==> config.mk <==
export PLATFORM = sky130hd
export DESIGN_NAME = id_issue_ctrl
export DESIGN_NICKNAME = d
export VERILOG_FILES = /design/src/rtl/id_issue_ctrl.sv
export SDC_FILE = /design/constraint.sdc
export NUM_CORES = 1
export LEC_CHECK = 0
export BUFFER_PORTS_ARGS = -buffer_cell sky130_fd_sc_hd__buf_2
export CAP_MARGIN = 5
export CORE_AREA = 2 2 213 215
export CTS_CLUSTER_DIAMETER = 100
export DETAILED_ROUTE_END_ITERATION = 8
export DIE_AREA = 0 0 215 217
export GPL_TIMING_DRIVEN = 1
export PLACE_DENSITY_LB_ADDON = 0.08
export SLEW_MARGIN = 5
export SYNTH_ARGS = -nofsm -noshare
export SYNTH_HDL_FRONTEND = slang
export SYNTH_SLANG_ARGS = --single-unit
==> constraint.sdc <==
create_clock -name clk -period 2.8 [get_ports clk]
set_input_delay 0.42 -clock clk [delete_from_list [all_inputs] [get_ports clk]]
set_output_delay 0.42 -clock clk [all_outputs]
set_load 0.005 [all_outputs]
==> src/rtl/id_issue_ctrl.sv <==
// Decode-stage issue controller: FS->DS pipeline register, operand forwarding with
// load-use stall, and branch cancel. Define ID_STALL_CNT_EN to add the stall-cycle counter.
module id_issue_ctrl #(
  parameter int BUS_W   = 128,
  parameter int DW      = 32,
  parameter int AW      = 5,
  parameter int NUM_FWD = 3
) (
  input  logic                  clk,
  input  logic                  reset,
  input  logic                  fs_to_ds_valid,
  input  logic [BUS_W-1:0]      fs_to_ds_bus,
  output logic                  ds_allow_in,
  input  logic                  es_allow_in,
  output logic                  ds_to_es_valid,
  output logic [BUS_W-1:0]      ds_bus,
  input  logic [AW-1:0]         rs1_addr,
  input  logic [AW-1:0]         rs2_addr,
  input  logic                  rs1_used,
  input  logic                  rs2_used,
  input  logic [DW-1:0]         rf_rdata1,
  input  logic [DW-1:0]         rf_rdata2,
  input  logic [NUM_FWD-1:0]    fwd_we,
  input  logic [NUM_FWD*AW-1:0] fwd_dest,
  input  logic [NUM_FWD*DW-1:0] fwd_data,
  input  logic [NUM_FWD-1:0]    fwd_ready,
  output logic [DW-1:0]         src1_data,
  output logic [DW-1:0]         src2_data,
  input  logic                  br_taken,
  output logic                  br_cancel,
  input  logic                  flush,
  output logic [31:0]           stall_cnt
);

  logic             ds_valid_reg;
  logic             ds_valid_next;
  logic [BUS_W-1:0] ds_bus_reg;
  logic [NUM_FWD-1:0] hit1;
  logic [NUM_FWD-1:0] hit2;
  logic             wait1;
  logic             wait2;
  logic             stall;
  logic             ds_ready_go;

  generate
    for (genvar gi = 0; gi < NUM_FWD; gi++) begin : g_hit
      logic [AW-1:0] dest;
      assign dest     = fwd_dest[gi*AW +: AW];
      assign hit1[gi] = rs1_used & fwd_we[gi] & (dest != '0) & (dest == rs1_addr);
      assign hit2[gi] = rs2_used & fwd_we[gi] & (dest != '0) & (dest == rs2_addr);
    end
  endgenerate

  // Walk oldest to youngest so the youngest hit overwrites; only the winner's ready matters.
  always_comb begin
    src1_data = rf_rdata1;
    wait1     = 1'b0;
    for (int k = NUM_FWD - 1; k >= 0; k--) begin
      if (hit1[k]) begin
        src1_data = fwd_data[k*DW +: DW];
        wait1     = ~fwd_ready[k];
      end
    end
  end

  always_comb begin
    src2_data = rf_rdata2;
    wait2     = 1'b0;
    for (int k = NUM_FWD - 1; k >= 0; k--) begin
      if (hit2[k]) begin
        src2_data = fwd_data[k*DW +: DW];
        wait2     = ~fwd_ready[k];
      end
    end
  end

  assign stall          = ds_valid_reg & (wait1 | wait2);
  assign ds_ready_go    = ~stall;
  assign ds_to_es_valid = ds_valid_reg & ds_ready_go;
  assign ds_allow_in    = ~ds_valid_reg | (ds_ready_go & es_allow_in);
  assign br_cancel      = ds_valid_reg & ds_ready_go & es_allow_in & br_taken;
  assign ds_bus         = ds_bus_reg;

  // A taken branch drops whatever IF presents in the same cycle (wrong path).
  always_comb begin
    ds_valid_next = ds_valid_reg;
    if (flush)
      ds_valid_next = 1'b0;
    else if (br_cancel)
      ds_valid_next = 1'b0;
    else if (ds_allow_in)
      ds_valid_next = fs_to_ds_valid;
  end

  always_ff @(posedge clk) begin
    if (reset) begin
      ds_valid_reg <= 1'b0;
      ds_bus_reg   <= '0;
    end else begin
      ds_valid_reg <= ds_valid_next;
      if (fs_to_ds_valid & ds_allow_in)
        ds_bus_reg <= fs_to_ds_bus;
    end
  end

`ifdef ID_STALL_CNT_EN
  logic [31:0] stall_cnt_reg;

  always_ff @(posedge clk) begin
    if (reset)
      stall_cnt_reg <= '0;
    else if (stall)
      stall_cnt_reg <= stall_cnt_reg + 32'd1;
  end

  assign stall_cnt = stall_cnt_reg;
`else
  assign stall_cnt = 32'd0;
`endif

endmodule

==> impl_metrics.py, run 1 <==
metrics = {
    "yosys": {
        "synth.cell_area_sq_um": 10790,
        "ys_seq_elements": 129,
        "postSynthAreaPerCell_sq_um": 7.474,
        "ys_seq_area_share_pct": 23.93,
        "async_flop_share_pct": 0,
        "yosys_warnings": 0,
        "synth_cell_types": 35,
        "synth_edf_count": 0,
        "synth_cells": 1444,
        "synth-main-ff-cell": "dfxtp_1",
    },
    "drt": {
        "vias": 13170,
        "drc": 0,
        "ant_nets": 0,
        "avgRoutedWirePerCell_um": 21.97,
        "viasPerCell": 5.301,
        "drt_pre_antenna_iters": 5,
        "drt_wl_total_um": 54590,
        "drtIter0Drc": 913,
    },
    "sta": {
        "timing.final.crit_share_pct": 99.60,
        "maxSlewViolCount": 0,
        "max_slew_margin_pct": 32.16,
        "final_hold_viol_count": 0,
        "rsz0062_at_grt": "true",
        "max_freq_mhz": 358.6,
        "period_needed_ns": 2.789,
        "setup_viol": 0,
        "timing.hold.ws_ns": 0.2156,
        "tightest_slew_ns": 1.018,
        "fin_skew_ns": 0.01266,
    },
    "finish": {
        "utilization_pct": 33.45,
        "final_area_sq_um": 14950,
        "fill_cells": 4915,
        "syn_to_final_growth_pct": 38.53,
        "drive_gt1_share_pct": 37.55,
        "finalNonFillerCells": 2485,
        "nets": 2195,
        "largest_reg_flops": 128,
    },
    "clock_network": {
        "htreeDepth": 4,
        "clockBufferDepth": 2,
        "cts_root_buffer": "clkbuf_16",
        "cts.sinks": 129,
        "cts_tree": "built",
        "cts_buffers": 17,
        "insertion_delay_ns": 0.45,
        "clkTransAtPathRegs_ns": 0.06,
        "hold_buffers": 0,
    },
    "setup_path": {
        "end_kind": "output port",
        "crit_start": "fwd_dest[12]",
        "r2r_setup_slack_ns": 0.65,
        "critPathLaunchType": "primary input",
        "rr_endpoint": "ds_bus[53]",
        "crit_arrival_ns": 2.37,
        "path_max_fanout": 8,
        "r2r_cells": 4,
        "crit_required_ns": 2.38,
        "timing.rr.start": "ds_valid_reg",
        "crit_type": "primary input to output port",
    },
    "global_routing": {
        "antenna_found_initial": 11,
        "grt_overflow": 0,
        "grt_max_degree": 143,
        "grt_pass1_wl_um": 79700,
        "grt_usage_pct": 21.97,
        "grt_pass1_vias": 12350,
    },
    "power": {
        "ir_drop_uv": 264.6,
        "p_leak_nw": 5.905,
        "p_total_mw": 6.201,
        "powerDensity_nw_per_um2": 414.7,
    },
    "die": {
        "die_y_um": 217,
        "dieArea_sq_um": 46660,
        "core_area_sq_um": 44700,
        "pin_count": 554,
        "initial_core_util_pct": 24.15,
        "rows": 78,
        "fp.dieW_um": 215,
    },
    "place": {
        "place_congestion": 0.9066,
        "place_area_sq_um": 14030,
        "dpl.hpwl_um": 37530,
        "port_buffers": 521,
        "place_inst": 2441,
    },
    "job": {
        "max_cap_violations": 0,
    },
    "worst_hold_path": {
        "hold_path_end": "ds_bus[90]",
        "holdCritPathClass": "primary input to register",
        "hold_path_depth": 3,
        "hp-start": "fs_to_ds_bus[90]",
    },
    "status": {
        "status": "completed",
    },
}
-- report_power, final --
| group | internal [mW] | total, mW | switching (mW) |
|---|---|---|---|
| Sequential | 2.02 | 2.14 | 0.128 |
| Clock | 1.49 | 2.40 | 0.909 |
| Combinational | 0.749 | 1.66 | 0.911 |
-- metal layers --
layer / global-route usage [%] / part of all wire, % / vias to the layer above
li1: - / - / 6280
met3: 5.269 / 6.0 / 54
met1: 28.22 / 43 / 6360
met2: 36.86 / 49 / 469
met5: 0 / 0.11 / -
met4: 5.770 / 1.8 / 10
-- layout by cell type, fill, tap and decap left out, types with 2 or more instances in the layout --
cell / count
nand3_1: 2
nor4_1: 2
nor3_4: 2
nand4_1: 6
o311ai_0: 8
a21oi_2: 4
nand2_1: 266
buf_12: 15
buf_6: 7
clkbuf_16: 20
o311ai_1: 120
nor4_2: 2
or4_1: 128
mux2i_1: 59
buf_4: 43
nor2_2: 6
buf_16: 2
nor3_1: 4
mux2_4: 4
nor3b_1: 128
xor2_1: 12
and4_1: 2
nor2_1: 60
buf_2: 516
diode_2: 5
conb_1: 32
clkbuf_1: 5
bufinv_16: 3
dfxtp_1: 128
clkbuf_8: 5
a31oi_1: 128
xnor2_1: 18
clkinv_2: 2
a21oi_1: 60
mux2_2: 60
mux2i_4: 5
-- worst max-delay path, stage by stage --
cell and delay (ns):
buf_6 0.10, or4_4 0.54, o21ai_4 0.20, nor3_4 0.08, buf_12 0.15, buf_16 0.16, mux2i_4 0.20, a21oi_2 0.10
mux2_4 0.27, buf_2 0.13
-- synthesized netlist by cell type, drive strengths merged, types with 12 or more instances --
| cell type | count | area [sq um] |
|---|---|---|
| nand2 | 266 | 998.5 |
| clkbuf | 163 | 611.8 |
| dfxtp | 129 | 2582 |
| or4 | 129 | 968.4 |
| a31oi | 128 | 800.8 |
| nor3b | 128 | 960.9 |
| o311ai | 128 | 1121 |
| nor2 | 67 | 251.5 |
| a21oi | 65 | 329.1 |
| mux2 | 64 | 720.7 |
| mux2i | 64 | 640.6 |
| buf | 51 | 335.3 |
| xnor2 | 18 | 157.7 |
| xor2 | 12 | 105.1 |
-- what timing repair did --
item	CTS	global route
pin swaps	2	19
setup buffers	2	2
resized for setup	17	22
setup endpoints to repair	9	60
gates cloned	0	4
-- cell families after synthesis --
kind of cell / after synthesis / share of synthesized area, %
AO/OA/AOI/OAI: 328 / 21.37
flip-flops: 129 / 23.93
AND/OR/NAND/NOR: 612 / 30.78
multiplexers: 128 / 12.61
buffers and inverters: 216 / 8.845
other: 1 / 0.03475
XOR/XNOR: 30 / 2.434
-- final cells by class --
cell class              count  area (sq um)  area share [%]
diodes                      5         12.51         0.08368
clock buffers              26         499.2           3.339
multi-input cells        1130          7550           50.49
flip-flops and latches    129          2586           17.30
inverters                   2         10.01         0.06695
repair buffers            588          3443           23.03
well taps                 600         750.7           5.021
clock inverters             5         100.1          0.6695
-- through the flow --
| stage | setup TNS (ns) | setup slack, ns |
|---|---|---|
| after detailed placement | -6.892 | -0.1353 |
| after CTS | 0 | 0.002939 |
| after global routing | -0.05668 | -0.03189 |
| after global placement | -5.491 | -0.1606 |
| after floorplan | 0 | 0.3194 |
| final | 0 | 0.01122 |
-- worst max-delay path by stage --
stage and to:
4_1_cts src1_data[2], 5_1_grt src1_data[23], 6_report src1_data[2], 3_3_place_gp src2_data[8], 3_5_place_dp ds_valid_reg, 2_1_floorplan src1_data[10]
No activity file was read; power rests on OpenSTA's default activity.
==> inputs of run 2 (changes only) <==
- CORE_AREA: 2 2 213 215 -> 2 2 217 219
- DIE_AREA: 0 0 215 217 -> 0 0 219 221
- clock period: 2.8 -> 3.5 ns (I/O delays scaled with it)
==> impl_metrics.py, run 2 (synthesis gave the netlist of run 1 again) <==
metrics = {
    "status": {
        "status": "completed",
    },
    "global_routing": {
        "antenna_found_initial": 17,
        "grt_pass1_wl_um": 77360,
        "grt_usage_pct": 20.47,
        "grt_pass1_vias": 12280,
        "grt_max_degree": 127,
        "grt_overflow": 0,
    },
    "sta": {
        "timing.hold.ws_ns": 0.2462,
        "max_slew_margin_pct": 23.48,
        "rsz0062_at_grt": "false",
        "period_needed_ns": 3.236,
        "timing.final.crit_share_pct": 92.47,
        "final_hold_viol_count": 0,
        "tightest_slew_ns": 1.148,
        "finalWorstSetupSlack_ns": 0.2637,
        "max_freq_mhz": 309.0,
        "fin_skew_ns": 0.007912,
        "maxSlewViolCount": 0,
        "finalSetupTns_ns": 0,
        "setup_viol": 0,
    },
    "finish": {
        "ff_latch_area_sq_um": 2586,
        "final_area_sq_um": 14490,
        "layout_commonest_cell": "buf_2",
        "fill_cells": 5024,
        "largest_reg_flops": 128,
        "mostFrequentLayoutCells": "519 x buf_2, 266 x nand2_1, 129 x or4_1",
        "nets": 2158,
        "syn_to_final_growth_pct": 34.21,
        "drive_gt1_share_pct": 35.57,
        "multi_input_area_sq_um": 7416,
    },
    "clock_network": {
        "insertion_delay_ns": 0.44,
        "cts_buffers": 17,
        "cts_tree": "built",
        "hold_buffers": 0,
        "htreeDepth": 4,
        "cts.sinks": 129,
        "cts_root_buffer": "clkbuf_16",
        "clkTransAtPathRegs_ns": 0.06,
        "postCtsSetupBuffers": 0,
        "clockBufferDepth": 2,
        "ctsResizeCount": 0,
    },
    "power": {
        "p_clk_share_pct": 41.1,
        "ir_drop_uv": 304.3,
        "swShare_pct": 31.12,
        "p_sw_mw": 1.575,
        "p_int_mw": 3.487,
        "powerDensity_nw_per_um2": 349.5,
        "p_leak_nw": 5.655,
        "p_seq_share_pct": 33.8,
        "p_comb_share_pct": 25.1,
    },
    "drt": {
        "drt_wl_total_um": 51940,
        "ant_nets": 0,
        "drtIter0Drc": 1062,
        "drc": 0,
        "vias": 13010,
        "viasPerCell": 5.287,
        "avgRoutedWirePerCell_um": 21.10,
        "drt_pre_antenna_iters": 7,
    },
    "die": {
        "pin_count": 554,
        "die_y_um": 221,
        "dieArea_sq_um": 48400,
        "fp.dieW_um": 219,
        "initial_core_util_pct": 23.43,
        "rows": 79,
        "core_area_sq_um": 46060,
    },
    "setup_path": {
        "crit_arrival_ns": 2.71,
        "crit_required_ns": 2.97,
        "crit_type": "primary input to output port",
        "critPathLaunchType": "primary input",
        "path_max_fanout": 32,
        "end_kind": "output port",
    },
    "place": {
        "place_ws_ns": 0.2829,
        "port_buffers": 521,
        "place_congestion": 0.8935,
        "place_area_sq_um": 13800,
        "dpl.hpwl_um": 35200,
    },
    "job": {
        "max_cap_violations": 0,
    },
    "worst_hold_path": {
        "holdCritPathClass": "primary input to register",
    },
}
-- run 2: changes by cell type in the layout (fill, tap and decap cells not counted), sizes merged --
cell,delta
inv,+2
buf,-34
clkbuf,-10
clkinvlp,+2
diode,+5
clkinv,+2
bufinv,+2
-- run 2: worst paths after layout --
check	slack [ns]	startpoint	depth (start not counted)	to
hold reg to reg	0.49	ds_bus[84]	2	ds_bus[84]
hold / removal	0.25	flush	2	ds_valid_reg
setup reg to reg	1.81	ds_valid_reg	3	ds_bus[123]
setup / recovery	0.26	fwd_dest[12]	9	src1_data[8]
-- run 2: power by group through the flow --
| stage | Combinational, mW | Clock (mW) | Sequential (mW) |
|---|---|---|---|
| after floorplan | 0.639 | 0 | 1.74 |
| final | 1.27 | 2.08 | 1.71 |
| after global placement | 1.28 | 0 | 1.74 |
| after detailed placement | 1.28 | 0 | 1.74 |
| after CTS | 1.29 | 2.15 | 1.71 |
| after global routing | 1.39 | 2.20 | 1.73 |
-- run 2: critical path, stage by stage --
cell and delay, ns:
buf_2 0.14, or4_1 0.53, o21ai_2 0.25, nor3_4 0.10
buf_12 0.20, mux2i_1 0.40, a21oi_1 0.12, mux2_2 0.29
buf_2 0.13
-- run 2: cell type report --
type / count / share of cell area [%]
Inverter: 2 / 0.08638
Antenna cell: 10 / 0.1728
Multi-Input combinational cell: 1130 / 51.20
Tap cell: 607 / 5.243
Clock inverter: 13 / 1.425
Sequential cell: 129 / 17.85
Clock buffer: 19 / 3.127
Timing Repair Buffer: 551 / 20.89
-- run 2: layer usage --
metal  global-route usage, %  vias up  part of all wire, %
li1                        -     6221                    -
met5                       0        -                 0.12
met2                   33.98      475                   49
met3                   4.838       50                  5.9
met1                   26.28     6256                   43
met4                   5.754       10                  1.8
-- run 2: per-stage QoR --
stage	std cells	util (%)	power, mW
2_1_floorplan	1475	-	2.379
3_3_place_gp	2419	29.96	3.019
3_5_place_dp	2419	29.96	3.026
4_1_cts	2451	31.39	5.149
5_1_grt	2459	31.44	5.324
6_report	2461	31.45	5.062
